$ cat src/rtl/bin_to_bcd_seq.sv
// Sequential double-dabble converter: unsigned binary -> packed BCD, one bit per clock.
// Optional overflow flag enabled by defining BIN2BCD_OVF_EN; otherwise ovf is tied low.
module bin_to_bcd_seq #(
  parameter int WIDTH  = 8,
  parameter int DIGITS = 3
) (
  input  logic                  clk,
  input  logic                  rst,
  input  logic                  in_valid,
  output logic                  in_ready,
  input  logic [WIDTH-1:0]      bin,
  output logic                  out_valid,
  input  logic                  out_ready,
  output logic [4*DIGITS-1:0]   bcd,
  output logic                  busy,
  output logic                  ovf,
  output logic [1:0]            o_dbg_state
);

  localparam int BW = 4 * DIGITS;
  localparam int CW = $clog2(WIDTH + 1);
  localparam logic [CW-1:0] LAST_ITER = CW'(WIDTH - 1);

  typedef enum logic [1:0] {
    S_IDLE  = 2'd0,
    S_SHIFT = 2'd1,
    S_DONE  = 2'd2
  } state_t;

  // Handshakes: a transfer happens on a rising edge where valid && ready are
  // both high; out_valid/bcd/ovf stay stable until that transfer occurs.
  state_t          r_state;
  logic [WIDTH-1:0] r_bin;
  logic [BW-1:0]   r_bcd;
  logic [CW-1:0]   r_cnt;

  function automatic logic [3:0] add3(input logic [3:0] d);
    return (d >= 4'd5) ? d + 4'd3 : d;
  endfunction

  // Adjusted BCD bits that survive the left shift; the top bit of the
  // top digit falls off and is handled by the overflow logic only.
  logic [BW-2:0] w_adj;

  genvar gd;
  generate
    for (gd = 0; gd < DIGITS - 1; gd++) begin : g_adj
      assign w_adj[4*gd +: 4] = add3(r_bcd[4*gd +: 4]);
    end
  endgenerate
  assign w_adj[BW-2 -: 3] = 3'(add3(r_bcd[BW-1 -: 4]));

  logic w_last;
  assign w_last = (r_cnt == LAST_ITER);

`ifdef BIN2BCD_OVF_EN
  logic r_ovf;
  logic w_carry;
  // A legal digit >= 5 becomes >= 8 after +3, so its MSB is what shifts out.
  assign w_carry = (r_bcd[BW-1 -: 4] >= 4'd5);
`endif

  always_ff @(posedge clk) begin
    if (rst) begin
      r_state <= S_IDLE;
      r_bin   <= '0;
      r_bcd   <= '0;
      r_cnt   <= '0;
`ifdef BIN2BCD_OVF_EN
      r_ovf   <= 1'b0;
`endif
    end else begin
      case (r_state)
        S_IDLE: begin
          if (in_valid) begin
            r_bin   <= bin;
            r_bcd   <= '0;
            r_cnt   <= '0;
`ifdef BIN2BCD_OVF_EN
            r_ovf   <= 1'b0;
`endif
            r_state <= S_SHIFT;
          end
        end
        S_SHIFT: begin
          r_bcd <= {w_adj, r_bin[WIDTH-1]};
          r_bin <= r_bin << 1;
          r_cnt <= r_cnt + 1'b1;
`ifdef BIN2BCD_OVF_EN
          r_ovf <= r_ovf | w_carry;
`endif
          if (w_last) begin
            r_state <= S_DONE;
          end
        end
        S_DONE: begin
          if (out_ready) begin
            r_state <= S_IDLE;
          end
        end
        default: begin
          r_state <= S_IDLE;
        end
      endcase
    end
  end

  assign in_ready    = (r_state == S_IDLE);
  assign busy        = (r_state == S_SHIFT);
  assign out_valid   = (r_state == S_DONE);
  assign bcd         = r_bcd;
  assign o_dbg_state = r_state;

`ifdef BIN2BCD_OVF_EN
  assign ovf = r_ovf;
`else
  assign ovf = 1'b0;
`endif

endmodule

$ cat config.mk
export PLATFORM = sky130hd
export DESIGN_NAME = bin_to_bcd_seq
export DESIGN_NICKNAME = d
export VERILOG_FILES = /design/src/rtl/bin_to_bcd_seq.sv
export SDC_FILE = /design/constraint.sdc
export NUM_CORES = 1
export LEC_CHECK = 0
export ABC_AREA = 1
export CELL_PAD_IN_SITES_DETAIL_PLACEMENT = 0
export CELL_PAD_IN_SITES_GLOBAL_PLACEMENT = 1
export CORE_UTILIZATION = 35
export DETAILED_ROUTE_END_ITERATION = 8
export PLACE_DENSITY_LB_ADDON = 0.1
export SLEW_MARGIN = 20
export SYNTH_ARGS = -nofsm -noshare
export SYNTH_HDL_FRONTEND = slang
export SYNTH_SLANG_ARGS = --single-unit
$ cat constraint.sdc
create_clock -name clk -period 1.6 [get_ports clk]
set_clock_uncertainty 0.1 [all_clocks]
set_input_delay 0.4 -clock clk [delete_from_list [all_inputs] [get_ports clk]]
set_output_delay 0.4 -clock clk [all_outputs]
set_load 0.01 [all_outputs]
==> run summary, run 1 <==
post-synth cell types - 23
Max FO, Critical Path - 5
gr busiest metal - met2
Comb pwr share - 11.5%
initial antenna violation count - 0
commonest non-fill, non-tap cell in the layout - nand2_1
Slew Viols, Final - 0
min Tclk post-route - 1.537 ns
IO Pins - 30
Buf+Inv Stages, Crit Path - 2
status - complete, no violations
Die Height - 64.54 um
Setup violations, final - 0
FP Rows - 22
nets - 250
Bufs on Longest Clock Path - 2
vias in the first global route - 1191
core area - 3716 um^2
Achievable Freq - 650.6 MHz
R2R setup slack - 0.19 ns
register area share after synthesis - 38.03%
Post-Route WL - 3.030 mm
startpoint class of the critical path - flop
global-route wire length before repair - 5.154 mm
Mapped Cells - 197
Final Cycle Share - 96.07%
area grow syn2layout - 28.98%
commonest non-fill, non-tap cells in the layout - 59 x nand2_1, 19 x a21oi_1, 19 x dfxtp_1
Synth Net Count - 216
ANT cells - 0
Final GP Congestion - 0.8188
largest net degree at the start of global routing - 22
Clock Power Share - 33.9%
TritonCTS clock tree - done
IO Port Bufs - 28
Hold-fix buffers, CTS - 0
GRT met2 Usage - 26.05%
Worst R2R Path Depth - 9
RR Endpoint - bcd[8]
cts bufs inserted - 3
critical path cell sequence - inv_2 -> nor2_4 -> dlygate4sd2_1
Max stage delay on crit path - 0.37 ns
Worst EP required - 1.10 ns
Worst-path clk slew - 0.09 ns
Initial Utilization - 36.84%
critical path type - reg -> out
ratio of cells with drive above 1 in the final layout - 11.30%
WHS Path Cells - 2
Routed Antenna Nets - 0
Sink Count - 26
Post-route DRC - 0
critical hold path startpoint - r_bin[7]
final hold vios - 0
sw frac - 23.43%
Critical Path AT - 1.04 ns
Seq pwr share - 54.6%
total track usage - 15.72%
grt met3 use - 3.169%
DRT Pass-1 Iters - 4
root buffer cell - clkbuf_8
Internal Pwr Total - 0.9423 mW
Min-Delay Endpoint - bcd[0]
initial DRC count - 76
Static Leak - 0.7803 nW
vias per inst - 4.874
die width - 64.54 um
Ys Warns - 0
DP HPWL - 2.229 mm
Filler Cell Count - 398
via count - 1355
Max-Cap Viols - 0
smallest setup slack after layout - 0.06293 ns
WL/cell - 10.90 um
Syn Std Cell Area - 1369 um^2
PD cells - 697.1 nW/um^2
RSZ-0062 raised after global routing - no
GRT Residual Overflow - 0
CP top delay family - flip-flops
Die Area - 4165 um^2
GR met1 Demand/Resource - 20.35%
mean post-synth cell area - 6.948 um^2
H-tree levels - 1
Setup WS pre-CTS - 0.007108 ns
Post-CTS Setup Bufs - 0
hold_ws - 0.3656 ns
Skew-Pair Late Insertion Delay - 0.26 ns
Hold WC Path Type - reg -> reg
Setup crit end kind - primary output
switching power - 0.2884 mW
Peak VDD IR - 0.2477 mV
Setup TNS - 0 ns
Worst path slowest cell - dfxtp_2
Seq cells post-synth - 26
Worst R2R Start - bcd[4]
## power groups by stage
stage	clock, mW	combinational (mW)	sequential (mW)
final	0.418	0.141	0.672
after global routing	0.461	0.158	0.674
after CTS	0.444	0.143	0.674
after detailed placement	0	0.147	0.691
after global placement	0	0.144	0.691
after floorplan	0	0.0854	0.691
## cell families (layout without fill, tap and decap cells)
family / count (synthesis) / after routing / synth area share [%]
buffers and inverters: 28 / 61 / 9.963
adder cells (fa/ha/maj): 7 / 7 / 6.398
other: 1 / 1 / 0.2740
AND/OR/NAND/NOR: 104 / 104 / 33.00
flip-flops: 26 / 26 / 38.03
AO/OA/AOI/OAI: 31 / 31 / 12.34
## worst max path at each step
stage	slack (ns)	cells after the start	from	endpoint
floorplan	0.24	9	bcd[0]	bcd[4]
global placement	0.01	3	o_dbg_state[0]	busy
detailed placement	0.007	3	o_dbg_state[1]	out_valid
CTS	0.03	3	o_dbg_state[1]	out_valid
global route	0.007	3	o_dbg_state[0]	busy
finish	0.06	3	o_dbg_state[0]	busy
## Yosys cell counts
cell      instances  share of area (%)
inv_6             1               0.64
nand2_4           2                1.6
buf_4             2                1.1
a21oi_1          19                6.9
nor2_4            1               0.82
nor2_1           18                4.9
nand2_2           1               0.46
nor3_1            4                1.5
inv_2             3               0.82
dfxtp_1          26                 38
nand3_1          13                4.8
a31oi_1           3                1.4
o211ai_1          4                2.2
inv_1            18                4.9
clkbuf_1          2               0.55
conb_1            1               0.27
buf_6             1               0.82
o21ai_0           4                1.5
nand4_1           6                2.7
o21ai_1           1               0.37
nand2_1          59                 16
ha_1              7                6.4
buf_8             1                1.1
## state kept, by name, indices dropped and copies added, names as in the netlist
register and flops:
r_cnt 4, bcd 12, r_bin 8, o_dbg_state 2
## metal layers
metal	wire length, um	vias to the layer above
li1	-	707
met1	1468	610
met2	1361	33
met3	165	5
met4	34	0
met5	0	-
## timing repair
| action | CTS | global route |
|---|---|---|
| resized for setup | 26 | 3 |
| setup endpoints to repair | 17 | 2 |
| cloned | 0 | 0 |
## tightest hold or removal path, delay by kind of cell (launching register included)
family          cells  cell delay (ns)
compound gates      1             0.06
flops               1             0.32
simple gates        1             0.06
## through the flow
step | power (mW) | cells | area (um^2) | utilization, %
2_1_floorplan | 0.7767 | 197 | 1369 | -
3_3_place_gp | 0.8359 | 274 | 1713 | 46.09
3_5_place_dp | 0.8379 | 274 | 1713 | 46.09
4_1_cts | 1.260 | 278 | 1760 | 47.37
5_1_grt | 1.293 | 278 | 1765 | 47.51
6_report | 1.231 | 278 | 1765 | 47.51
## cell type report
type / count / area [um^2] / area share (%)
timing repair buffer: 35 / 314.1 / 17.79
multi-input combinational: 143 / 711.9 / 40.33
tap: 48 / 60.06 / 3.402
clock buffer: 4 / 55.05 / 3.118
sequential: 26 / 536.8 / 30.40
inverter: 22 / 87.58 / 4.961
No activity file was read; power rests on OpenSTA's default activity.
==> inputs of run 2 (changes only) <==
Settings changed: CTS_CLUSTER_SIZE set to 40, SKIP_LAST_GASP set to 1.
==> run summary, run 2 (synthesized netlist as in run 1, its figures left out) <==
Sink Count - 26 (unchanged)
Post-CTS Setup Bufs - 0 (unchanged)
via count - 1355 (unchanged)
Die Area - 4165 um^2 (unchanged)
ANT cells - 0 (unchanged)
switching power - 0.2886 mW (about the same)
commonest non-fill, non-tap cells in the layout - 59 x nand2_1, 19 x a21oi_1, 19 x dfxtp_1
PD cells - 697.7 nW/um^2 (about the same)
Achievable Freq - 650.5 MHz (about the same)
Skew-Pair Late Insertion Delay - 0.27 ns (about the same)
Static Leak - 0.7840 nW (+0.47%)
Comb pwr share - 11.5% (about the same)
global-route wire length before repair - 5.154 mm (unchanged)
Final Cycle Share - 96.08% (about the same)
Worst-path clk slew - 0.09 ns (about the same)
min Tclk post-route - 1.537 ns (+0.0002208 ns)
RSZ-0062 raised after global routing - yes
GRT Residual Overflow - 0 (unchanged)
Peak VDD IR - 0.2479 mV (about the same)
Setup crit end kind - primary output
root buffer cell - clkbuf_8
area grow syn2layout - 28.88% (about the same)
Initial Utilization - 36.84% (unchanged)
largest net degree at the start of global routing - 22 (unchanged)
Critical Path AT - 1.04 ns (about the same)
Clock Power Share - 34.0% (about the same)
placed cell areas - 1713 um^2 (unchanged)
startpoint class of the critical path - flop
final hold vios - 0 (unchanged)
Internal Pwr Total - 0.9423 mW (about the same)
TritonCTS clock tree - done
FP Rows - 22 (unchanged)
Bufs on Longest Clock Path - 2 (unchanged)
initial DRC count - 76 (unchanged)
status - complete, no violations
Slew Viols, Final - 0 (unchanged)
Die Height - 64.54 um (unchanged)
Hold WC Path Type - reg -> reg
cts bufs inserted - 3 (unchanged)
IO Port Bufs - 28 (unchanged)
Final GP Congestion - 0.8188 (unchanged)
total power - 1.231 mW (about the same)
critical path type - reg -> out
Routed Antenna Nets - 0 (unchanged)
sw frac - 23.45% (about the same)
Post-route DRC - 0 (unchanged)
final cell count without fillers - 278 (unchanged)
DRT Pass-1 Iters - 4 (unchanged)
DP HPWL - 2.229 mm (unchanged)
Max FO, Critical Path - 5 (unchanged)
Design Area, Final - 1764 um^2 (about the same)
Post-Route WL - 3.031 mm (about the same)
nets - 250 (unchanged)
WL/cell - 10.90 um (about the same)
Setup violations, final - 0 (unchanged)
WHS Path Cells - 2 (unchanged)
Worst EP required - 1.10 ns (about the same)
total track usage - 15.72% (unchanged)
Max-Cap Viols - 0 (unchanged)
IO Pins - 30 (unchanged)
vias per inst - 4.874 (unchanged)
vias in the first global route - 1191 (unchanged)
initial antenna violation count - 0 (unchanged)
H-tree levels - 1 (unchanged)
Largest register FFs - 12 (unchanged)
Seq pwr share - 54.6% (about the same)
Worst R2R Path Depth - 9 (unchanged)
ratio of cells with drive above 1 in the final layout - 11.30% (unchanged)
placed insts - 274 (unchanged)
core area - 3716 um^2 (unchanged)
die width - 64.54 um (unchanged)
commonest non-fill, non-tap cell in the layout - nand2_1
-- run 2: changes by cell type in the layout (fill, tap and decap cells not counted), sizes merged --
cell | before | now
clkdlybuf4s15 | 2 | 1
dlygate4sd2 | 15 | 16
-- run 2: layer usage --
metal	wire length [um]	up-vias	global-route usage, %	share of wire (%)
met5	0	-	0	0
met2	1362	33	26.05	45
met1	1471	610	20.35	49
met3	163	5	3.169	5.4
met4	34	0	5.000	1.1
li1	-	707	-	-
-- run 2: worst paths after layout --
| kind | startpoint | to | slack, ns |
|---|---|---|---|
| max reg2reg | bcd[4] | bcd[8] | 0.19 |
| min reg2reg | r_bin[7] | bcd[0] | 0.37 |
| max | o_dbg_state[0] | busy | 0.06 |
| min | r_bin[7] | bcd[0] | 0.37 |
-- run 2: timing repair --
action | CTS | global route
resized for setup | 26 | 2
setup endpoints to repair | 17 | 2
hold buffers | 0 | 0
-- run 2: layout make-up --
class | instances | area, um^2
Clock buffer | 4 | 55.05
Sequential cell | 26 | 536.8
Inverter | 22 | 87.58
Multi-Input combinational cell | 143 | 711.9
Tap cell | 48 | 60.06
Timing Repair Buffer | 35 | 312.8
Fill cell | 399 | 1952
-- run 2: per-stage QoR --
| stage | setup TNS, ns | util [%] | setup slack [ns] | hold slack, ns |
|---|---|---|---|---|
| after floorplan | 0 | - | 0.2385 | 0.3390 |
| after global placement | 0 | 46.09 | 0.01299 | 0.3547 |
| after detailed placement | 0 | 46.09 | 0.007108 | 0.3573 |
| after CTS | 0 | 47.37 | 0.02781 | 0.3640 |
| after global routing | -0.004287 | 47.47 | -0.004287 | 0.3893 |
| final | 0 | 47.47 | 0.06270 | 0.3658 |
-- run 2: worst max-delay path, cell delays in order, from the launching register on --
cell	delay, ns
dfxtp_2	0.37
inv_2	0.05
nor2_4	0.08
dlygate4sd2_1	0.27
-- run 2: power groups by stage --
| stage | clock network, mW | registers [mW] | logic (mW) |
|---|---|---|---|
| 6_report | 0.418 | 0.672 | 0.141 |
| 4_1_cts | 0.444 | 0.674 | 0.143 |
| 5_1_grt | 0.461 | 0.674 | 0.158 |
| 2_1_floorplan | 0 | 0.691 | 0.0854 |
| 3_5_place_dp | 0 | 0.691 | 0.147 |
| 3_3_place_gp | 0 | 0.691 | 0.144 |
==> inputs of run 3 (changes only) <==
Settings changed: SETUP_SLACK_MARGIN set to 0.05.
==> run summary, run 3 (synthesized netlist as in run 1, its figures left out) <==
DRT Pass-1 Iters - 4 (unchanged)
Hold-fix buffers, CTS - 0 (unchanged)
Sink Count - 26 (unchanged)
Slew Viols, Final - 0 (unchanged)
status - complete, no violations
Max-Cap Viols - 0 (unchanged)
smallest setup slack after layout - 0.08721 ns (+0.02451 ns)
commonest non-fill, non-tap cell in the layout - nand2_1
Routed Antenna Nets - 0 (unchanged)
root buffer cell - clkbuf_8
Setup TNS - 0 ns (unchanged)
Setup violations, final - 0 (unchanged)
WL/cell - 10.92 um (+0.16%)
area grow syn2layout - 28.34%
Max FO, Critical Path - 4 (-1)
Bufs on Longest Clock Path - 2 (unchanged)
DP HPWL - 2.229 mm (unchanged)
via count - 1352 (-0.22%)
IO Port Bufs - 28 (unchanged)
TritonCTS clock tree - done
total track usage - 15.69% (-0.037 points)
Setup WS pre-CTS - 0.007108 ns (unchanged)
Hold WC Path Type - reg -> reg
min Tclk post-route - 1.513 ns (-0.02451 ns)
Initial Utilization - 36.84% (unchanged)
startpoint class of the critical path - flop
fin util - 47.27% (-0.20 points)
Filler Cell Count - 398 (-0.25%)
Post-Route WL - 3.036 mm (+0.16%)
Min-Delay Endpoint - bcd[0]
critical path type - reg -> out
initial antenna violation count - 0 (unchanged)
vias per inst - 4.863 (-0.22%)
global-route wire length before repair - 5.147 mm (-0.14%)
Critical Path AT - 1.01 ns (-0.03 ns)
RSZ-0062 raised after global routing - yes
Worst-path clk slew - 0.09 ns (about the same)
Final GP Congestion - 0.8188 (unchanged)
ANT cells - 0 (unchanged)
PD cells - 700.2 nW/um^2 (+0.35%)
cts bufs inserted - 3 (unchanged)
Setup crit end kind - primary output
die width - 64.54 um (unchanged)
Achievable Freq - 661.0 MHz (+1.6%)
FP Rows - 22 (unchanged)
ratio of cells with drive above 1 in the final layout - 12.17% (+0.87 points)
Worst R2R Path Depth - 9 (unchanged)
RR Endpoint - bcd[8]
vias in the first global route - 1191 (unchanged)
IO Pins - 30 (unchanged)
Die Height - 64.54 um (unchanged)
commonest non-fill, non-tap cells in the layout - 59 x nand2_1, 19 x a21oi_1, 19 x dfxtp_1
nets - 250 (unchanged)
critical hold path startpoint - r_bin[7]
Post-CTS Setup Bufs - 0 (unchanged)
core area - 3716 um^2 (unchanged)
R2R setup slack - 0.19 ns (about the same)
Worst EP required - 1.10 ns (about the same)
Final Cycle Share - 94.55% (-1.5 points)
largest net degree at the start of global routing - 22 (unchanged)
GRT Residual Overflow - 0 (unchanged)
Static Leak - 0.7778 nW (-0.79%)
WHS Path Cells - 2 (unchanged)
Worst R2R Start - bcd[4]
Skew-Pair Late Insertion Delay - 0.27 ns (about the same)
H-tree levels - 1 (unchanged)
Post-route DRC - 0 (unchanged)
Die Area - 4165 um^2 (unchanged)
Peak VDD IR - 0.2477 mV (about the same)
initial DRC count - 78 (+2.6%)
final hold vios - 0 (unchanged)
Largest register FFs - 12 (unchanged)
==> run 3: timing repair <==
item                                    4_1_cts  5_1_grt
endpoints found under the setup margin       17        3
gates resized for setup                      28        4
hold endpoints to repair                      0        0
==> run 3: final cells by class <==
class,count,area [um^2],area share [%]
multi-input cells,143,711.9,40.53
flip-flops and latches,26,536.8,30.56
repair buffers,35,305.3,17.38
inverters,22,87.58,4.986
well taps,48,60.06,3.419
clock buffers,4,55.05,3.134
==> run 3: worst max-delay path by stage <==
stage	startpoint	end	slack [ns]	cells after the start
3_5_place_dp	o_dbg_state[1]	out_valid	0.007	3
3_3_place_gp	o_dbg_state[0]	busy	0.01	3
4_1_cts	o_dbg_state[1]	out_valid	0.03	3
6_report	o_dbg_state[1]	out_valid	0.09	3
5_1_grt	o_dbg_state[1]	out_valid	0.02	3
2_1_floorplan	bcd[0]	bcd[4]	0.24	9
==> run 3: power breakdown <==
group	switching [mW]	total [mW]	internal [mW]
Sequential	0.0118	0.672	0.660
Clock	0.199	0.418	0.220
Combinational	0.0787	0.140	0.0612
==> run 3: stage by stage <==
step	hold WS, ns	instances	power [mW]	cell area (um^2)
6_report	0.3654	278	1.230	1757
5_1_grt	0.3893	278	1.291	1757
4_1_cts	0.3640	278	1.261	1763
3_5_place_dp	0.3573	274	0.8379	1713
3_3_place_gp	0.3547	274	0.8359	1713
2_1_floorplan	0.3390	197	0.7767	1369
==> run 3: worst max-delay path: stages, from the launching register on <==
cell             delay [ns]
dfxtp_4                0.38
inv_2                  0.04
nor2_1                 0.08
clkdlybuf4s15_1        0.25
==> run 3: layer usage <==
layer | vias to the layer above | global-route usage (%) | part of all wire (%)
met5 | - | 0 | 0
met4 | 0 | 5.000 | 1.1
met3 | 5 | 3.169 | 5.7
met2 | 34 | 25.92 | 45
met1 | 606 | 20.35 | 48
li1 | 707 | - | -
